**config.mk**
```make
export PLATFORM = sky130hd
export DESIGN_NAME = tta_memq
export DESIGN_NICKNAME = d
export VERILOG_FILES = /design/src/rtl/tta_memq.sv
export SDC_FILE = /design/constraint.sdc
export NUM_CORES = 1
export LEC_CHECK = 0
export BUFFER_PORTS_ARGS = -buffer_cell sky130_fd_sc_hd__buf_2
export CAP_MARGIN = 30
export CORE_MARGIN = 2
export CORE_UTILIZATION = 58
export DETAILED_ROUTE_END_ITERATION = 6
export PLACE_DENSITY = 0.78
export SLEW_MARGIN = 0
export SYNTH_ARGS = -nofsm -noshare
export SYNTH_HDL_FRONTEND = slang
export SYNTH_SLANG_ARGS = --single-unit
```
**constraint.sdc**
```tcl
create_clock -name clock -period 4.9 [get_ports clock]
set_input_delay 0.98 -clock clock [delete_from_list [all_inputs] [get_ports clock]]
set_output_delay 0.98 -clock clock [all_outputs]
set_load 0.01 [all_outputs]
```
**src/rtl/tta_memq.sv**
```systemverilog
// Queued memory port between the TTA load/store triggers and the memory controller.
// Writes are posted into a buffer; reads are queued, issued in order and their data returned in order.
module tta_memq #(
    parameter int WIDTH   = 32,
    parameter int ADDRESS = 28,
    parameter int BYTES   = 4,
    parameter int WDEPTH  = 4,
    parameter int RDEPTH  = 2
) (
    input  logic               clock,
    input  logic               reset_n,
    output logic               c_stall_no,
    input  logic               c_raddr_ti,
    input  logic [ADDRESS-1:0] c_raddr_i,
    input  logic [BYTES-1:0]   c_rbes_ni,
    output logic               c_rvalid_o,
    output logic [WIDTH-1:0]   c_rdata_o,
    output logic [BYTES-1:0]   c_rbes_no,
    input  logic               c_waddr_ti,
    input  logic [ADDRESS-1:0] c_waddr_i,
    input  logic [BYTES-1:0]   c_wbes_ni,
    input  logic [WIDTH-1:0]   c_wdata_i,
    output logic               m_read_o,
    output logic               m_write_o,
    output logic [ADDRESS-1:0] m_addr_o,
    output logic [BYTES-1:0]   m_bes_no,
    output logic [WIDTH-1:0]   m_data_o,
    input  logic               m_busy_i,
    input  logic               m_ready_i,
    input  logic [WIDTH-1:0]   m_data_i
);

    localparam int WPW = (WDEPTH > 1) ? $clog2(WDEPTH) : 1;
    localparam int RPW = (RDEPTH > 1) ? $clog2(RDEPTH) : 1;
    localparam int WCW = $clog2(WDEPTH + 1);
    localparam int RCW = $clog2(RDEPTH + 1);

    // Write buffer: kept in flops because every entry feeds the hazard comparators.
    logic [ADDRESS-1:0] wb_addr_reg [WDEPTH];
    logic [BYTES-1:0]   wb_bes_reg  [WDEPTH];
    logic [WIDTH-1:0]   wb_data_reg [WDEPTH];
    logic [WDEPTH-1:0]  wb_valid_reg;
    logic [WPW-1:0]     wb_head_reg, wb_tail_reg;
    logic [WCW-1:0]     wb_count_reg, wb_count_next;

    // Read queue (not yet issued) and tag FIFO (issued, awaiting data).
    logic [ADDRESS-1:0] rq_addr_reg [RDEPTH];
    logic [BYTES-1:0]   rq_bes_reg  [RDEPTH];
    logic [RPW-1:0]     rq_head_reg, rq_tail_reg;
    logic [RCW-1:0]     rq_count_reg, rq_count_next;
    logic [BYTES-1:0]   tag_bes_reg [RDEPTH];
    logic [RPW-1:0]     tag_head_reg, tag_tail_reg;
    logic [RCW-1:0]     tag_count_reg, tag_count_next;
    logic [RCW-1:0]     rcount_reg, rcount_next;

    logic               wb_full, rd_full;
    logic               accept_rd, accept_wr;
    logic               issue_rd, issue_wr, ret;
    logic [WDEPTH-1:0]  wb_hit;
    logic               hazard;
    logic [ADDRESS-1:0] rq_head_addr;

    function automatic logic [WPW-1:0] wb_inc(input logic [WPW-1:0] p);
        return (p == WPW'(WDEPTH - 1)) ? '0 : p + 1'b1;
    endfunction

    function automatic logic [RPW-1:0] rd_inc(input logic [RPW-1:0] p);
        return (p == RPW'(RDEPTH - 1)) ? '0 : p + 1'b1;
    endfunction

    assign wb_full    = (wb_count_reg == WCW'(WDEPTH));
    assign rd_full    = (rcount_reg == RCW'(RDEPTH));
    assign c_stall_no = !(c_waddr_ti && wb_full) && !(c_raddr_ti && rd_full);
    assign accept_rd  = c_raddr_ti && c_stall_no;
    assign accept_wr  = c_waddr_ti && c_stall_no;

    assign rq_head_addr = rq_addr_reg[rq_head_reg];

    // Byte enables are deliberately left out: any overlap of word address counts as a hazard.
    generate
        for (genvar gi = 0; gi < WDEPTH; gi++) begin : g_hit
            assign wb_hit[gi] = wb_valid_reg[gi] && (wb_addr_reg[gi] == rq_head_addr);
        end
    endgenerate
    assign hazard = |wb_hit;

    assign issue_rd = !m_busy_i && (rq_count_reg != '0) && !hazard;
    assign issue_wr = !m_busy_i && !issue_rd && (wb_count_reg != '0);
    assign ret      = m_ready_i && (tag_count_reg != '0);

    always_comb begin
        wb_count_next  = wb_count_reg + WCW'(accept_wr) - WCW'(issue_wr);
        rq_count_next  = rq_count_reg + RCW'(accept_rd) - RCW'(issue_rd);
        tag_count_next = tag_count_reg + RCW'(issue_rd) - RCW'(ret);
        rcount_next    = rcount_reg + RCW'(accept_rd) - RCW'(ret);
    end

    // Payload storage carries no reset; occupancy is tracked by the pointers and valid bits.
    always_ff @(posedge clock) begin
        if (accept_wr) begin
            wb_addr_reg[wb_tail_reg] <= c_waddr_i;
            wb_bes_reg[wb_tail_reg]  <= c_wbes_ni;
            wb_data_reg[wb_tail_reg] <= c_wdata_i;
        end
        if (accept_rd) begin
            rq_addr_reg[rq_tail_reg] <= c_raddr_i;
            rq_bes_reg[rq_tail_reg]  <= c_rbes_ni;
        end
        if (issue_rd) begin
            tag_bes_reg[tag_tail_reg] <= rq_bes_reg[rq_head_reg];
        end
    end

    always_ff @(posedge clock) begin
        if (!reset_n) begin
            wb_valid_reg  <= '0;
            wb_head_reg   <= '0;
            wb_tail_reg   <= '0;
            wb_count_reg  <= '0;
            rq_head_reg   <= '0;
            rq_tail_reg   <= '0;
            rq_count_reg  <= '0;
            tag_head_reg  <= '0;
            tag_tail_reg  <= '0;
            tag_count_reg <= '0;
            rcount_reg    <= '0;
        end else begin
            if (issue_wr) begin
                wb_valid_reg[wb_head_reg] <= 1'b0;
                wb_head_reg               <= wb_inc(wb_head_reg);
            end
            if (accept_wr) begin
                wb_valid_reg[wb_tail_reg] <= 1'b1;
                wb_tail_reg               <= wb_inc(wb_tail_reg);
            end
            if (accept_rd) begin
                rq_tail_reg <= rd_inc(rq_tail_reg);
            end
            if (issue_rd) begin
                rq_head_reg  <= rd_inc(rq_head_reg);
                tag_tail_reg <= rd_inc(tag_tail_reg);
            end
            if (ret) begin
                tag_head_reg <= rd_inc(tag_head_reg);
            end
            wb_count_reg  <= wb_count_next;
            rq_count_reg  <= rq_count_next;
            tag_count_reg <= tag_count_next;
            rcount_reg    <= rcount_next;
        end
    end

    // Registered command and return outputs.
    always_ff @(posedge clock) begin
        if (!reset_n) begin
            m_read_o   <= 1'b0;
            m_write_o  <= 1'b0;
            m_addr_o   <= '0;
            m_bes_no   <= '1;
            m_data_o   <= '0;
            c_rvalid_o <= 1'b0;
            c_rdata_o  <= '0;
            c_rbes_no  <= '1;
        end else begin
            m_read_o   <= issue_rd;
            m_write_o  <= issue_wr;
            c_rvalid_o <= ret;
            if (issue_rd) begin
                m_addr_o <= rq_head_addr;
                m_bes_no <= rq_bes_reg[rq_head_reg];
            end else if (issue_wr) begin
                m_addr_o <= wb_addr_reg[wb_head_reg];
                m_bes_no <= wb_bes_reg[wb_head_reg];
                m_data_o <= wb_data_reg[wb_head_reg];
            end
            if (ret) begin
                c_rdata_o <= m_data_i;
                c_rbes_no <= tag_bes_reg[tag_head_reg];
            end
        end
    end

endmodule

```
# --- After elaboration in Yosys (flattened, before gate mapping) ---
# Memories as Yosys holds them, arrays and structs flattened. A register that Yosys moved wholly into a read port is not among the register bits.
# Index checks and enable logic that the tools add are counted.
word_totals:
  mem_bits_rw: 328
  input_bits: 134
  register_bits: 88
  memories: 6
  word_cells: 113
op_classes:
  magnitude_cmp: 4
  n_mux: 31
  bitwise: 4
  add_sub_neg: 14
  n_eq_ne: 8
  reduce_logical: 29
mem_list:
  columns: ["memory", "words", "word_bits", "rd", "rd_ports_with_merged_regs", "wr", "line", "source"]
  rows:
  - ["wb_data_reg", 4, 32, 1, 1, 1, "41", "logic [WIDTH-1:0] wb_data_reg [WDEPTH];"]
  - ["wb_addr_reg", 4, 28, 5, 1, 1, "39", "logic [ADDRESS-1:0] wb_addr_reg [WDEPTH];"]
  - ["rq_addr_reg", 2, 28, 1, 1, 1, "47", "logic [ADDRESS-1:0] rq_addr_reg [RDEPTH];"]
  - ["wb_bes_reg", 4, 4, 1, 1, 1, "40", "logic [BYTES-1:0] wb_bes_reg [WDEPTH];"]
  - ["rq_bes_reg", 2, 4, 1, 1, 1, "48", "logic [BYTES-1:0] rq_bes_reg [RDEPTH];"]
  - ["tag_bes_reg", 2, 4, 1, 1, 1, "51", "logic [BYTES-1:0] tag_bes_reg [RDEPTH];"]
ops:
  columns: ["op", "count"]
  rows:
  - ["$eq 28x28->1", 4]
  - ["$mux 28", 2]
  - ["$mux 4", 5]
  - ["$logic_and 1x1->1", 16]
  - ["$mux 1", 16]
  - ["$mux 2", 6]
  - ["$logic_not 1->1", 7]
  - ["$add 2x1->2", 3]
  - ["$eq 2x2->1 const B", 3]
  - ["$lt 2x3->1 const B", 2]
  - ["$reduce_bool 2->1", 3]
  - ["$sub 2x1->2", 3]
  - ["$add 1x1->1 const B", 4]
  - ["$add 2x1->2 const B", 2]
  - ["$and 4x4->4", 1]
  - ["$demux 1 s2", 2]
  - ["$ge 2x1->1 const B", 2]
  - ["$not 4->4", 1]
  - ["$or 4x4->4", 1]
  - ["$reduce_or 4->1", 1]
  - ["$add 3x1->3", 1]
  - ["$eq 3x3->1 const B", 1]
  - ["$reduce_bool 3->1", 1]
  - ["$sub 3x1->3", 1]
  - ["2 further kinds", 2]

# --- Depth between registers and ports, before layout ---
depth:
  depth_word: 12
  depth_mapped: 19

# --- Worst setup path after synthesis ---
# Ideal clock, no wire load.
synth_path:
  kind: "register -> register"
  startpoint: "register with a tool-made name"
  endpoint: "register wb_count_reg[2]"
  n_path_buf: 3
  arrival_ns: 3.349
  setup_time_ns: 0.128
  required_time_ns: 4.772
  slack_ns: 1.423
  stages_incl_launch_ff: 20
  cell_sequence: "dfxtp_1 buf_6 buf_6 mux2i_2 xnor2_1 nor4_1 and4_1 a21oi_1 nand3_4 inv_2 buf_2 nor2_1 ha_1 inv_1 ha_1 inv_1 fa_1 xor2_1 xnor2_1 nor2_1"
synth_rtl:
  columns: ["element", "line", "source"]
  rows:
  - ["end signal, assigned", "146", "wb_count_reg <= wb_count_next;"]
  - ["end, declared", "44", "logic [WCW-1:0] wb_count_reg, wb_count_next;"]

==> flow_summary.html <==
<table>
<tr><th>Metric</th><th>Value</th></tr>
<tr><th colspan="2">Status</th></tr>
<tr><td>Outcome</td><td>finished, final reports clean</td></tr>
<tr><th colspan="2">Timing</th></tr>
<tr><td>Slew of the pin with the lowest slew margin</td><td>approximately 0.94 ns</td></tr>
<tr><td>Setup repair after global routing missed its margin</td><td>no</td></tr>
<tr><td>Period minus WS final</td><td>approximately 4.4 ns</td></tr>
<tr><td>Tcrit/Tclk final</td><td>0.900</td></tr>
<tr><td>Final max-slew violation count</td><td>0</td></tr>
<tr><td>Setup total negative slack</td><td>0 ns</td></tr>
<tr><td>Relative slew margins</td><td>0.370</td></tr>
<tr><td>Final count of negative-setup-slack endpoints</td><td>0</td></tr>
<tr><td>Worst Skew</td><td>0.0152 ns</td></tr>
<tr><td>Final Hold Fails</td><td>0</td></tr>
<tr><td>Highest clock frequency the design can meet</td><td>approximately 0.23 GHz</td></tr>
<tr><th colspan="2">Synth</th></tr>
<tr><td>Register bit total from synthesis</td><td>between 400 and 500</td></tr>
<tr><td>Fraction of registers with async set/reset</td><td>0</td></tr>
<tr><td>Warnings from Yosys</td><td>0</td></tr>
<tr><td>Netlist area before placement</td><td>19600 um2</td></tr>
<tr><td>Dominant synthesized flop cell</td><td>edfxtp_1</td></tr>
<tr><td>Number of flops mapped to enable cells by yosys</td><td>328</td></tr>
<tr><td>Synthesized area per cell</td><td>13.9 um2</td></tr>
<tr><td>Sequential-to-total area share from yosys stat</td><td>0.631</td></tr>
<tr><td>Cell variety after synth</td><td>53</td></tr>
<tr><td>Post-Syn Instances</td><td>1415</td></tr>
<tr><td>Syn_nets</td><td>about 1.6k</td></tr>
<tr><th colspan="2">Critical path</th></tr>
<tr><td>CP max-delay cell</td><td>mux2i_1</td></tr>
<tr><td>Maximum fanout encountered on the critical timing path</td><td>29</td></tr>
<tr><td>Critical path start-end classification</td><td>flop to flop</td></tr>
<tr><td>End of the worst register-to-register path</td><td>wb_count_reg[2]</td></tr>
<tr><td>Crit path to</td><td>wb_count_reg[2]</td></tr>
<tr><td>Chain of cells forming the critical path</td><td>buf_12 -&gt; mux2i_1 -&gt; xnor2_1 -&gt; nor3_1 -&gt; nand4_1 -&gt; or3_4 -&gt; nand3_4 -&gt; inv_2 -&gt; nor2_1 -&gt; ha_1 -&gt; inv_1 -&gt; ha_1 -&gt; inv_1 -&gt; fa_1 -&gt; xor2_1 -&gt; xnor2_1 -&gt; nor2_1</td></tr>
<tr><td>Category of the worst setup path capture point</td><td>flop</td></tr>
<tr><td>WP data arrival</td><td>slightly below 5 ns</td></tr>
<tr><td>Category of the worst setup path launch point</td><td>flop</td></tr>
<tr><td>Delay of the slowest critical-path stage</td><td>between 0.7 and 0.8 ns</td></tr>
<tr><td>Data required time of the worst path</td><td>5.34 ns</td></tr>
<tr><td>R2R Setup Slk</td><td>~0.49 ns</td></tr>
<tr><td>Number of cells on the worst reg-to-reg path</td><td>17</td></tr>
<tr><th colspan="2">Pwr</th></tr>
<tr><td>VDD IR-drop max</td><td>about 0.37 mV</td></tr>
<tr><td>Total power of the final layout</td><td>~0.012 W</td></tr>
<tr><td>Pwr/cell area</td><td>roughly 540 nW/um2</td></tr>
<tr><td>Lkg Pwr</td><td>roughly 8 nW</td></tr>
<tr><th colspan="2">Die</th></tr>
<tr><td>Core Footprint</td><td>around 33000 um2</td></tr>
<tr><td>I/O pin total</td><td>238</td></tr>
<tr><td>Number of placement rows</td><td>67</td></tr>
<tr><td>Initial standard-cell utilization of the core</td><td>0.587</td></tr>
<tr><td>DIE AREA</td><td>35300 um2</td></tr>
<tr><td>Die Span X</td><td>approximately 190 um</td></tr>
<tr><td>Die Y-Extent</td><td>188 um</td></tr>
<tr><th colspan="2">Clocking</th></tr>
<tr><td>H-tree lvl count</td><td>2</td></tr>
<tr><td>Worst skew pair latency</td><td>between 0.5 and 0.6 ns</td></tr>
<tr><td>Number of buffers on the longest clock path</td><td>3</td></tr>
<tr><td>Clock slew at reported path FFs</td><td>about 0.06 ns</td></tr>
<tr><td>Clock tree from TritonCTS</td><td>yes</td></tr>
<tr><td>Hold-fix buffers, CTS</td><td>0</td></tr>
<tr><td>CTS sink cnt</td><td>around 460</td></tr>
<tr><td>Clk root buf</td><td>clkbuf_16</td></tr>
<tr><td>Post-cts resize count</td><td>0</td></tr>
<tr><td>Number of clock buffers inserted by TritonCTS</td><td>45</td></tr>
<tr><td>Post-CTS Setup Bufs</td><td>0</td></tr>
<tr><th colspan="2">Flow run</th></tr>
<tr><td>Maxcap violations</td><td>0</td></tr>
<tr><th colspan="2">Global routing</th></tr>
<tr><td>Global-route wire length before repair</td><td>75600 um</td></tr>
<tr><td>Number of global-route vias before repair</td><td>12.7k</td></tr>
<tr><td>Global-route usage over all layers</td><td>0.283</td></tr>
<tr><td>Final global-route overflow total</td><td>0</td></tr>
<tr><td>Pin count of the biggest net entering global routing</td><td>between 80 and 90</td></tr>
<tr><td>Initial antenna violation count</td><td>6</td></tr>
<tr><th colspan="2">Finish</th></tr>
<tr><td>Most common library cell in the layout ignoring fill and taps</td><td>edfxtp_1</td></tr>
<tr><td>Number of fillers in the final layout</td><td>2271</td></tr>
<tr><td>Area Growth Syn to Fin</td><td>15.6%</td></tr>
<tr><td>Share of the core filled with cells</td><td>0.678</td></tr>
<tr><td>Share of cells above drive strength 1</td><td>0.274</td></tr>
<tr><td>Most frequent cells in the layout</td><td>edfxtp_1 (328), nand2_1 (239), buf_2 (237)</td></tr>
<tr><td># nets final</td><td>1776</td></tr>
<tr><td>Flip-flop count of the largest register after layout</td><td>~130</td></tr>
<tr><th colspan="2">Routing</th></tr>
<tr><td>Detailed router's first-iteration violation count</td><td>around 1.4k</td></tr>
<tr><td>Total number of vias</td><td>roughly 13k</td></tr>
<tr><td>DR pass1 iterations</td><td>6</td></tr>
<tr><td>DRC violation count after routing</td><td>0</td></tr>
<tr><td>Routed wire per std cell</td><td>about 24 um</td></tr>
<tr><td>Detailed-route vias per instance</td><td>approximately 6.2</td></tr>
<tr><td>Sum of routed wire length over all layers</td><td>between 50000 and 60000 um</td></tr>
<tr><td>Antenna-violating nets left</td><td>0</td></tr>
<tr><th colspan="2">Placement</th></tr>
<tr><td>Estimated wirelength of the detail-placed design</td><td>between 30000 and 40000 um</td></tr>
<tr><td>Total of buffers placed on input and output ports</td><td>237</td></tr>
<tr><td>RD Place Congestion</td><td>around 0.97</td></tr>
<tr><th colspan="2">Hold path</th></tr>
<tr><td>Worst hold path class</td><td>flop to flop</td></tr>
</table>
==> cell usage after synthesis (5+ instances only) <==
| master | count | share of area |
|---|---|---|
| edfxtp_1 | 328 | 0.50 |
| nand2_1 | 239 | 0.046 |
| dfxtp_1 | 127 | 0.13 |
| xnor2_1 | 117 | 0.052 |
| mux4_2 | 64 | 0.073 |
| clkbuf_1 | 63 | 0.012 |
| nor4_1 | 48 | 0.015 |
| o21ai_0 | 37 | 0.0094 |
| a21oi_1 | 35 | 0.0089 |
| and3_1 | 35 | 0.011 |
| o2111ai_1 | 34 | 0.015 |
| or4_1 | 34 | 0.013 |
| a31oi_1 | 28 | 0.0089 |
| mux2i_4 | 19 | 0.022 |
| a211oi_1 | 18 | 0.0069 |
| ha_1 | 16 | 0.010 |
| nor2_1 | 16 | 0.0031 |
| inv_1 | 14 | 0.0027 |
| buf_2 | 13 | 0.0033 |
| nand4_1 | 12 | 0.0038 |
| nor3_1 | 11 | 0.0028 |
| a211oi_2 | 10 | 0.0064 |
| buf_1 | 10 | 0.0019 |
| mux2i_1 | 9 | 0.0046 |
| mux2_2 | 8 | 0.0046 |
| mux2i_2 | 8 | 0.0056 |
| nor2b_1 | 6 | 0.0019 |
| and2_1 | 5 | 0.0016 |
| or2_2 | 5 | 0.0016 |
| xor2_1 | 5 | 0.0022 |
==> layer usage <==
layer | vias to the layer above | wire (um) | share of wire | GRT usage
met1 | 6501 | 20600 | 0.41 | 0.406
met5 | - | 26 | 0.00052 | 0
met3 | 90 | 4780 | 0.096 | 0.0593
met2 | 692 | 23300 | 0.47 | 0.440
li1 | 5801 | - | - | -
met4 | 4 | 1270 | 0.025 | 0.0851
==> worst max-delay path: cells and delay by family, from the launching register on <==
family / cells / cell delay, ns
AND/OR/NAND/NOR: 6 / 1.21
buffers and inverters: 4 / 0.46
adder cells (fa/ha/maj): 3 / 0.75
flip-flops: 1 / 0.58
XOR/XNOR: 3 / 0.48
multiplexers: 1 / 0.74
==> worst min-delay path by stage <==
stage	end	cells after the start	slack, ns	from
after floorplan	tag_tail_reg	2	0.45	tag_tail_reg
final	c_rdata_o[24]	2	0.45	c_rdata_o[24]
after global placement	c_rdata_o[26]	2	0.44	c_rdata_o[26]
after global routing	c_rdata_o[22]	2	0.47	c_rdata_o[22]
after detailed placement	c_rdata_o[22]	2	0.44	c_rdata_o[22]
after CTS	c_rdata_o[31]	2	0.45	c_rdata_o[31]
==> metrics by stage <==
| stage | setup slack [ns] | cell area [um2] | cells | hold WS, ns |
|---|---|---|---|---|
| 2_1_floorplan | 1.42 | 19600 | 1415 | 0.451 |
| 3_3_place_gp | 0.621 | 21200 | 2025 | 0.440 |
| 3_5_place_dp | 0.544 | 21200 | 2026 | 0.444 |
| 4_1_cts | 0.524 | 22700 | 2110 | 0.453 |
| 5_1_grt | 0.229 | 22700 | 2113 | 0.467 |
| 6_report | 0.490 | 22700 | 2115 | 0.450 |
==> final cells by class <==
| class | count | area (um2) | share of cell area |
|---|---|---|---|
| diodes | 5 | 12.5 | 0.000552 |
| multi-input cells | 849 | 6790 | 0.299 |
| repair buffers | 258 | 1430 | 0.0631 |
| inverters | 16 | 60.1 | 0.00265 |
| clock buffers | 61 | 1240 | 0.0546 |
| well taps | 448 | 561 | 0.0247 |
| flip-flops and latches | 455 | 12400 | 0.546 |
| clock inverters | 23 | 196 | 0.00866 |
==> logic make-up after synthesis <==
group           count (synthesis)  share of synthesized area
buf+inv                       111                     0.0256
compound gates                176                     0.0614
xor+xnor                      122                     0.0544
mux                           108                      0.110
simple gates                  426                      0.106
fa+ha+maj                      17                     0.0112
flops                         455                      0.631
==> where the power goes <==
part,internal (W),total (W),switching (W)
Sequential,0.00479,0.00523,0.000438
Clock,0.00194,0.00337,0.00143
Combinational,0.00153,0.00364,0.00211
Note: power is estimated with default switching activity, not from simulation.
